File: config.mk
export PLATFORM = sky130hd
export DESIGN_NAME = lsu_bus_master
export DESIGN_NICKNAME = d
export VERILOG_FILES = /design/src/rtl/lsu_bus_master.sv
export SDC_FILE = /design/constraint.sdc
export NUM_CORES = 1
export LEC_CHECK = 0
export CAP_MARGIN = 20
export CORE_MARGIN = 8
export CORE_UTILIZATION = 45
export DETAILED_ROUTE_END_ITERATION = 16
export PLACE_DENSITY = 0.81
export SLEW_MARGIN = 20
export SYNTH_ARGS = -nofsm -noshare
export SYNTH_HDL_FRONTEND = slang
export SYNTH_SLANG_ARGS = --single-unit
File: constraint.sdc
create_clock -name clk -period 6 [get_ports clk]
set_clock_uncertainty 0.2 [all_clocks]
set_input_delay 1.8 -clock clk [delete_from_list [all_inputs] [get_ports clk]]
set_output_delay 1.8 -clock clk [all_outputs]
set_load 0.01 [all_outputs]
File: src/rtl/lsu_bus_master.sv
// Load/store unit bus master: one CPU access at a time, IDLE->ISSUE->(WAITR)->DONE.
// Optional LSU_ALIGN_CHECK_EN: misaligned half/word accesses complete with an error and no bus cycle.
module lsu_bus_master #(
  parameter int TIMEOUT = 255
) (
  input  logic        clk,
  input  logic        RESET,
  input  logic        cpu_req,
  input  logic        cpu_we,
  input  logic [2:0]  cpu_sel,
  input  logic [31:0] cpu_addr,
  input  logic [31:0] cpu_wdata,
  output logic        cpu_busy,
  output logic        cpu_done,
  output logic        cpu_err,
  output logic [31:0] cpu_rdata,
  output logic        bus_valid,
  output logic        bus_we,
  output logic [3:0]  bus_be,
  output logic [31:0] bus_addr,
  output logic [31:0] bus_wdata,
  input  logic        bus_ready,
  input  logic        bus_rvalid,
  input  logic [31:0] bus_rdata
);
  localparam int CW = (TIMEOUT < 2) ? 1 : $clog2(TIMEOUT);
  localparam logic [CW-1:0] CNT_LAST = CW'(TIMEOUT - 1);

  typedef enum logic [1:0] {IDLE, ISSUE, WAITR, DONE} state_t;

  state_t        state_q;
  logic [2:0]    sel_q;
  logic [1:0]    off_q;
  logic [CW-1:0] cnt_q;
  logic          busy_q, done_q, err_q, bvalid_q, bwe_q;
  logic [3:0]    bbe_q;
  logic [31:0]   baddr_q, bwdata_q, rdata_q;
  logic          misal;

`ifdef LSU_ALIGN_CHECK_EN
  assign misal = (cpu_sel[1:0] == 2'b01) ? cpu_addr[0]
                                         : (cpu_sel[1] && (cpu_addr[1:0] != 2'b00));
`else
  assign misal = 1'b0;
`endif

  function automatic logic [3:0] lane_be(input logic [1:0] sz, input logic [1:0] off);
    case (sz)
      2'b00:   return 4'b0001 << off;
      2'b01:   return off[1] ? 4'b1100 : 4'b0011;
      default: return 4'b1111;
    endcase
  endfunction

  function automatic logic [31:0] lane_wdata(input logic [1:0] sz, input logic [31:0] d);
    case (sz)
      2'b00:   return {4{d[7:0]}};
      2'b01:   return {2{d[15:0]}};
      default: return d;
    endcase
  endfunction

  // Select the addressed lane from the full bus word, then sign/zero extend.
  function automatic logic [31:0] load_ext(input logic [2:0] sel, input logic [1:0] off,
                                           input logic [31:0] d);
    logic [7:0]  b;
    logic [15:0] h;
    b = d[{off, 3'b000} +: 8];
    h = off[1] ? d[31:16] : d[15:0];
    case (sel[1:0])
      2'b00:   return sel[2] ? {24'b0, b} : {{24{b[7]}}, b};
      2'b01:   return sel[2] ? {16'b0, h} : {{16{h[15]}}, h};
      default: return d;
    endcase
  endfunction

  always_ff @(posedge clk or posedge RESET) begin
    if (RESET) begin
      state_q  <= IDLE;
      sel_q    <= '0;
      off_q    <= '0;
      cnt_q    <= '0;
      busy_q   <= 1'b0;
      done_q   <= 1'b0;
      err_q    <= 1'b0;
      bvalid_q <= 1'b0;
      bwe_q    <= 1'b0;
      bbe_q    <= '0;
      baddr_q  <= '0;
      bwdata_q <= '0;
      rdata_q  <= '0;
    end else begin
      case (state_q)
        IDLE: if (cpu_req) begin
          sel_q  <= cpu_sel;
          off_q  <= cpu_addr[1:0];
          busy_q <= 1'b1;
          if (misal) begin
            state_q <= DONE;
            done_q  <= 1'b1;
            err_q   <= 1'b1;
          end else begin
            state_q  <= ISSUE;
            bvalid_q <= 1'b1;
            bwe_q    <= cpu_we;
            bbe_q    <= lane_be(cpu_sel[1:0], cpu_addr[1:0]);
            baddr_q  <= {cpu_addr[31:2], 2'b00};
            bwdata_q <= lane_wdata(cpu_sel[1:0], cpu_wdata);
          end
        end
        ISSUE: if (bus_ready) begin
          bvalid_q <= 1'b0;
          cnt_q    <= '0;
          if (bwe_q) begin
            state_q <= DONE;
            done_q  <= 1'b1;
          end else begin
            state_q <= WAITR;
          end
        end
        WAITR: begin
          if (bus_rvalid) begin
            rdata_q <= load_ext(sel_q, off_q, bus_rdata);
            state_q <= DONE;
            done_q  <= 1'b1;
          end else if (cnt_q == CNT_LAST) begin
            rdata_q <= '0;
            state_q <= DONE;
            done_q  <= 1'b1;
            err_q   <= 1'b1;
          end else begin
            cnt_q <= cnt_q + 1'b1;
          end
        end
        default: begin
          state_q <= IDLE;
          busy_q  <= 1'b0;
          done_q  <= 1'b0;
          err_q   <= 1'b0;
        end
      endcase
    end
  end

  assign cpu_busy  = busy_q;
  assign cpu_done  = done_q;
  assign cpu_err   = err_q;
  assign cpu_rdata = rdata_q;
  assign bus_valid = bvalid_q;
  assign bus_we    = bwe_q;
  assign bus_be    = bbe_q;
  assign bus_addr  = baddr_q;
  assign bus_wdata = bwdata_q;
endmodule
==> out/results.md <==
### Timing
• **slew margin rel.** 31.0%
• **final critical path time including I/O delays and setup** 3.88 ns
• **Slew Viols, Final** 0
• **maximum frequency from static timing analysis** 258 MHz
• **final hold viol count** 0
• **final cycle utilization of the critical path** 64.6%
• **Setup WS post-layout** 2.12 ns
• **RSZ-0062 raised after global routing** false
• **final total negative setup slack** 0 ns
• **Setup violations, final** 0
• **transition time at the pin with the least slew margin** 1.03 ns

### Route
• **initial DRC count** 471
• **number of remaining DRC errors** 0
• **detailed-router iteration count before antenna repair** 5
• **post-DR wirelength/cell** 20.4 um
• **Post-Route WL** 18,100 um
• **Vias** 4,868
• **vias per cell** 5.51
• **Antenna Violating Nets Remaining** 0

### Clock network
• **number of buffers inserted during clock tree synthesis** 17
• **clock insertion delay at the later pin of the skew report** 0.41 ns
• **CTS tree** built
• **clock input transition at the sequential cells of the worst setup and hold paths** 0.05 ns
• **clock buffer depth** 2
• **H-tree Lvls** 4
• **Resize count post-CTS** 0
• **# hold bufs at CTS** 0
• **setup fix buffers added after clock tree synthesis** 0
• **sinks on the clock net** 118
• **CTS root buf** sky130_fd_sc_hd__clkbuf_16

### Yosys
• **post-synthesis share of cell area spent on and, or, nand and nor gates** 11.2%
• **number of synthesized register bits** 118
• **share of synthesized area occupied by flip-flops and latches** 52.7%
• **complex-gate fraction of the synthesized area** 17.1%
• **number of distinct library cell variants in the gate-level netlist after synthesis** 49
• **fraction of synthesized area in multiplexers** 14.1%
• **post-synthesis cell count** 509
• **xor and xnor area share after synthesis** 0%
• **post-synthesis share of cell area spent on full adders, half adders and majority gates** 1.34%
• **largest family of logic cells by synthesized area** compound AO/OA/AOI/OAI gates
• **Yosys warnings** 0
• **Netlist Area Pre-Place** 0.00561 mm^2
• **synthesized area divided by synthesized cell count** 11.0 um^2

### Power
• **VDD IR-drop max** 0.298 mV
• **reported leakage power** 0.00354 uW
• **power density of the placed cells** 524 mW/mm^2

### Setup path
• **type of the worst setup path** input pin to flop
• **cell-by-cell trace of the critical path** clkdlybuf4s50_1 > and2_1 > a31oi_2 > buf_4 > a221o_2
• **slowest stage cell on the critical path** sky130_fd_sc_hd__a31oi_2
• **Worst Reg-to-Reg Cells** 5
• **peak fanout along the critical path** 20
• **arrival time at the worst endpoint** 4.02 ns
• **kind of capture point of the worst setup path** flop
• **Req. time, crit path** 6.15 ns
• **buffering stage count on the worst path with inverters included** 2
• **count of cell instances traversed by the critical path** 5
• **category of the worst setup path launch point** input pin
• **highest cell delay on the worst timing path** 0.82 ns
• **cell family with most CP delay** compound AO/OA/AOI/OAI gates

### Job
• **count of maximum capacitance violations** 0

### Floorplanning
• **num ports** 210
• **initial core utilization** 46.3%
• **standard-cell rows** 40
• **total die area** 0.0163 mm^2
• **chip width** 128 um
• **vertical die dimension** 128 um
• **core region area** 0.0121 mm^2

### GRT
• **number of antenna violations at the first check in global routing** 0
• **via count of the first global-routing pass** 5,194
• **Overall Global Routing Usage** 22.2%
• **global-route wire length before repair** 28,100 um
• **Remaining Overflow, GRT** 0
• **pin count of the biggest net entering global routing** 101

### Finish
• **total non-filler cell area in the finished layout** 0.00842 mm^2
• **synthesis-to-finish area growth** 50.3%
• **share of the core filled with cells** 69.6%
• **count of inserted antenna diode cells** 0
• **share of post-route cells with drive strength above 1** 13.8%
• **non-filler instance count after layout** 884
• **final net count** 814

### Place
• **pre-CTS WS** 1.73 ns
• **number of buffers inserted by port buffering** 207
• **Placed Area** 0.00778 mm^2
• **final HPWL from detailed placement** 13,200 um
• **final weighted congestion in routability-driven placement** 0.886
• **number of placed cells counting well taps** 852

### Min path
• **number of stages on the worst hold path** 2
• **kind of path behind the tightest hold check** flop to flop

### Outcome
• **outcome** finished, final reports clean

final cells by class:
class | count | area, um^2
Clock buffer | 25 | 505
Clock inverter | 7 | 140
Fill cell | 903 | 3690
Inverter | 10 | 40.0
Multi-Input combinational cell | 345 | 2470
Sequential cell | 118 | 2950
Tap cell | 168 | 210
Timing Repair Buffer | 211 | 2100
where the power goes:
group	internal (uW)	switching [uW]
sequential	1160	286
combinational	1040	826
clock	750	352
total	2950	1460
kinds of logic after synthesis:
family,Yosys count
flops,118
other cells,1
mux,73
simple gates,123
fa+ha+maj,6
compound gates,141
buf+inv,47
cell usage in the layout (no fill, tap or decap), types with 5 or more instances in the layout:
cell type and count:
sky130_fd_sc_hd__a211o_1 7, sky130_fd_sc_hd__a21oi_1 37, sky130_fd_sc_hd__a221o_1 15, sky130_fd_sc_hd__a221o_2 10, sky130_fd_sc_hd__clkbuf_16 17, sky130_fd_sc_hd__clkbuf_8 5
sky130_fd_sc_hd__clkdlybuf4s50_1 207, sky130_fd_sc_hd__dfrtp_1 118, sky130_fd_sc_hd__ha_1 6, sky130_fd_sc_hd__inv_1 9, sky130_fd_sc_hd__mux2_2 47, sky130_fd_sc_hd__mux2i_1 26
sky130_fd_sc_hd__nand2_1 51, sky130_fd_sc_hd__nand2b_1 12, sky130_fd_sc_hd__nand3b_1 8, sky130_fd_sc_hd__nor2_1 15, sky130_fd_sc_hd__nor2b_1 8, sky130_fd_sc_hd__o21ai_0 47
sky130_fd_sc_hd__o22ai_1 7, sky130_fd_sc_hd__or4_1 5
path summary, 6_finish.rpt:
| kind | start | to | slack, ns |
|---|---|---|---|
| max in group asynchronous | RESET | cpu_rdata[9] | 2.99 |
| setup reg to reg | state_q[0] | cpu_rdata[22] | 3.07 |
| hold / removal | bus_wdata[20] | bus_wdata[20] | 0.28 |
| hold reg to reg | bus_wdata[20] | bus_wdata[20] | 0.28 |
| min in group asynchronous | RESET | bus_we | 1.73 |
| setup / recovery | bus_rvalid | cpu_rdata[22] | 2.12 |
per-layer routing:
layer | global-route usage (%) | share of wire, %
met3 | 11.5 | 12
met2 | 37.8 | 51
met5 | 0 | 0
met1 | 23.1 | 36
met4 | 7.55 | 1.3
sequential cells by signal, summed over array words and instances (netlist names), 2 cells and up:
signal	count
bus_wdata	32
cpu_rdata	32
bus_addr	30
cnt_q	8
bus_be	4
sel_q	3
off_q	2
state_q	2
Yosys cell counts, drive strengths merged:
| library cell | n | share of area (%) |
|---|---|---|
| a221oi | 1 | 0.16 |
| nor2b | 8 | 0.89 |
| and3 | 2 | 0.22 |
| and4 | 1 | 0.20 |
| nor4b | 1 | 0.16 |
| or2 | 2 | 0.22 |
| and2b | 1 | 0.13 |
| nor2 | 15 | 1.0 |
| or3b | 1 | 0.16 |
| a22o | 1 | 0.16 |
| nand4b | 1 | 0.16 |
| and2 | 1 | 0.11 |
| dfrtp | 118 | 53 |
| ha | 6 | 1.3 |
| nand4 | 3 | 0.33 |
| and3b | 1 | 0.16 |
| mux2i | 26 | 4.6 |
| mux2 | 47 | 9.4 |
| a31oi | 2 | 0.22 |
| nand2b | 12 | 1.3 |
| o211ai | 2 | 0.27 |
| a2111oi | 1 | 0.49 |
| a211oi | 3 | 0.62 |
| nor3 | 2 | 0.18 |
| o21ai | 47 | 4.2 |
| or4 | 5 | 0.67 |
| a21oi | 37 | 3.3 |
| inv | 10 | 0.67 |
| nand2 | 52 | 3.5 |
| clkbuf | 28 | 1.9 |
| o22ai | 7 | 0.78 |
| nand3 | 4 | 0.36 |
| a21o | 1 | 0.13 |
| a311o | 1 | 0.18 |
| a31o | 1 | 0.16 |
| o31a | 1 | 0.16 |
| or3 | 3 | 0.33 |
| nand3b | 8 | 1.1 |
| a211o | 7 | 1.1 |
| a221o | 25 | 4.7 |
| buf | 9 | 0.98 |
| o31ai | 4 | 0.54 |
| conb | 1 | 0.067 |
per-stage QoR:
| stage | total power, uW | hold WS [ns] |
|---|---|---|
| final | 4420 | 0.278 |
| after global placement | 3240 | 0.260 |
| after detailed placement | 3320 | 0.270 |
| after global routing | 4660 | 0.311 |
| after CTS | 4450 | 0.281 |
| after floorplan | 2330 | 0.304 |
worst min-delay path, stage by stage, from the launching register on:
cell	delay, ns
sky130_fd_sc_hd__dfrtp_1	0.34
sky130_fd_sc_hd__nand2_1	0.04
sky130_fd_sc_hd__o21ai_0	0.06
(Power assumes the default switching activity.)
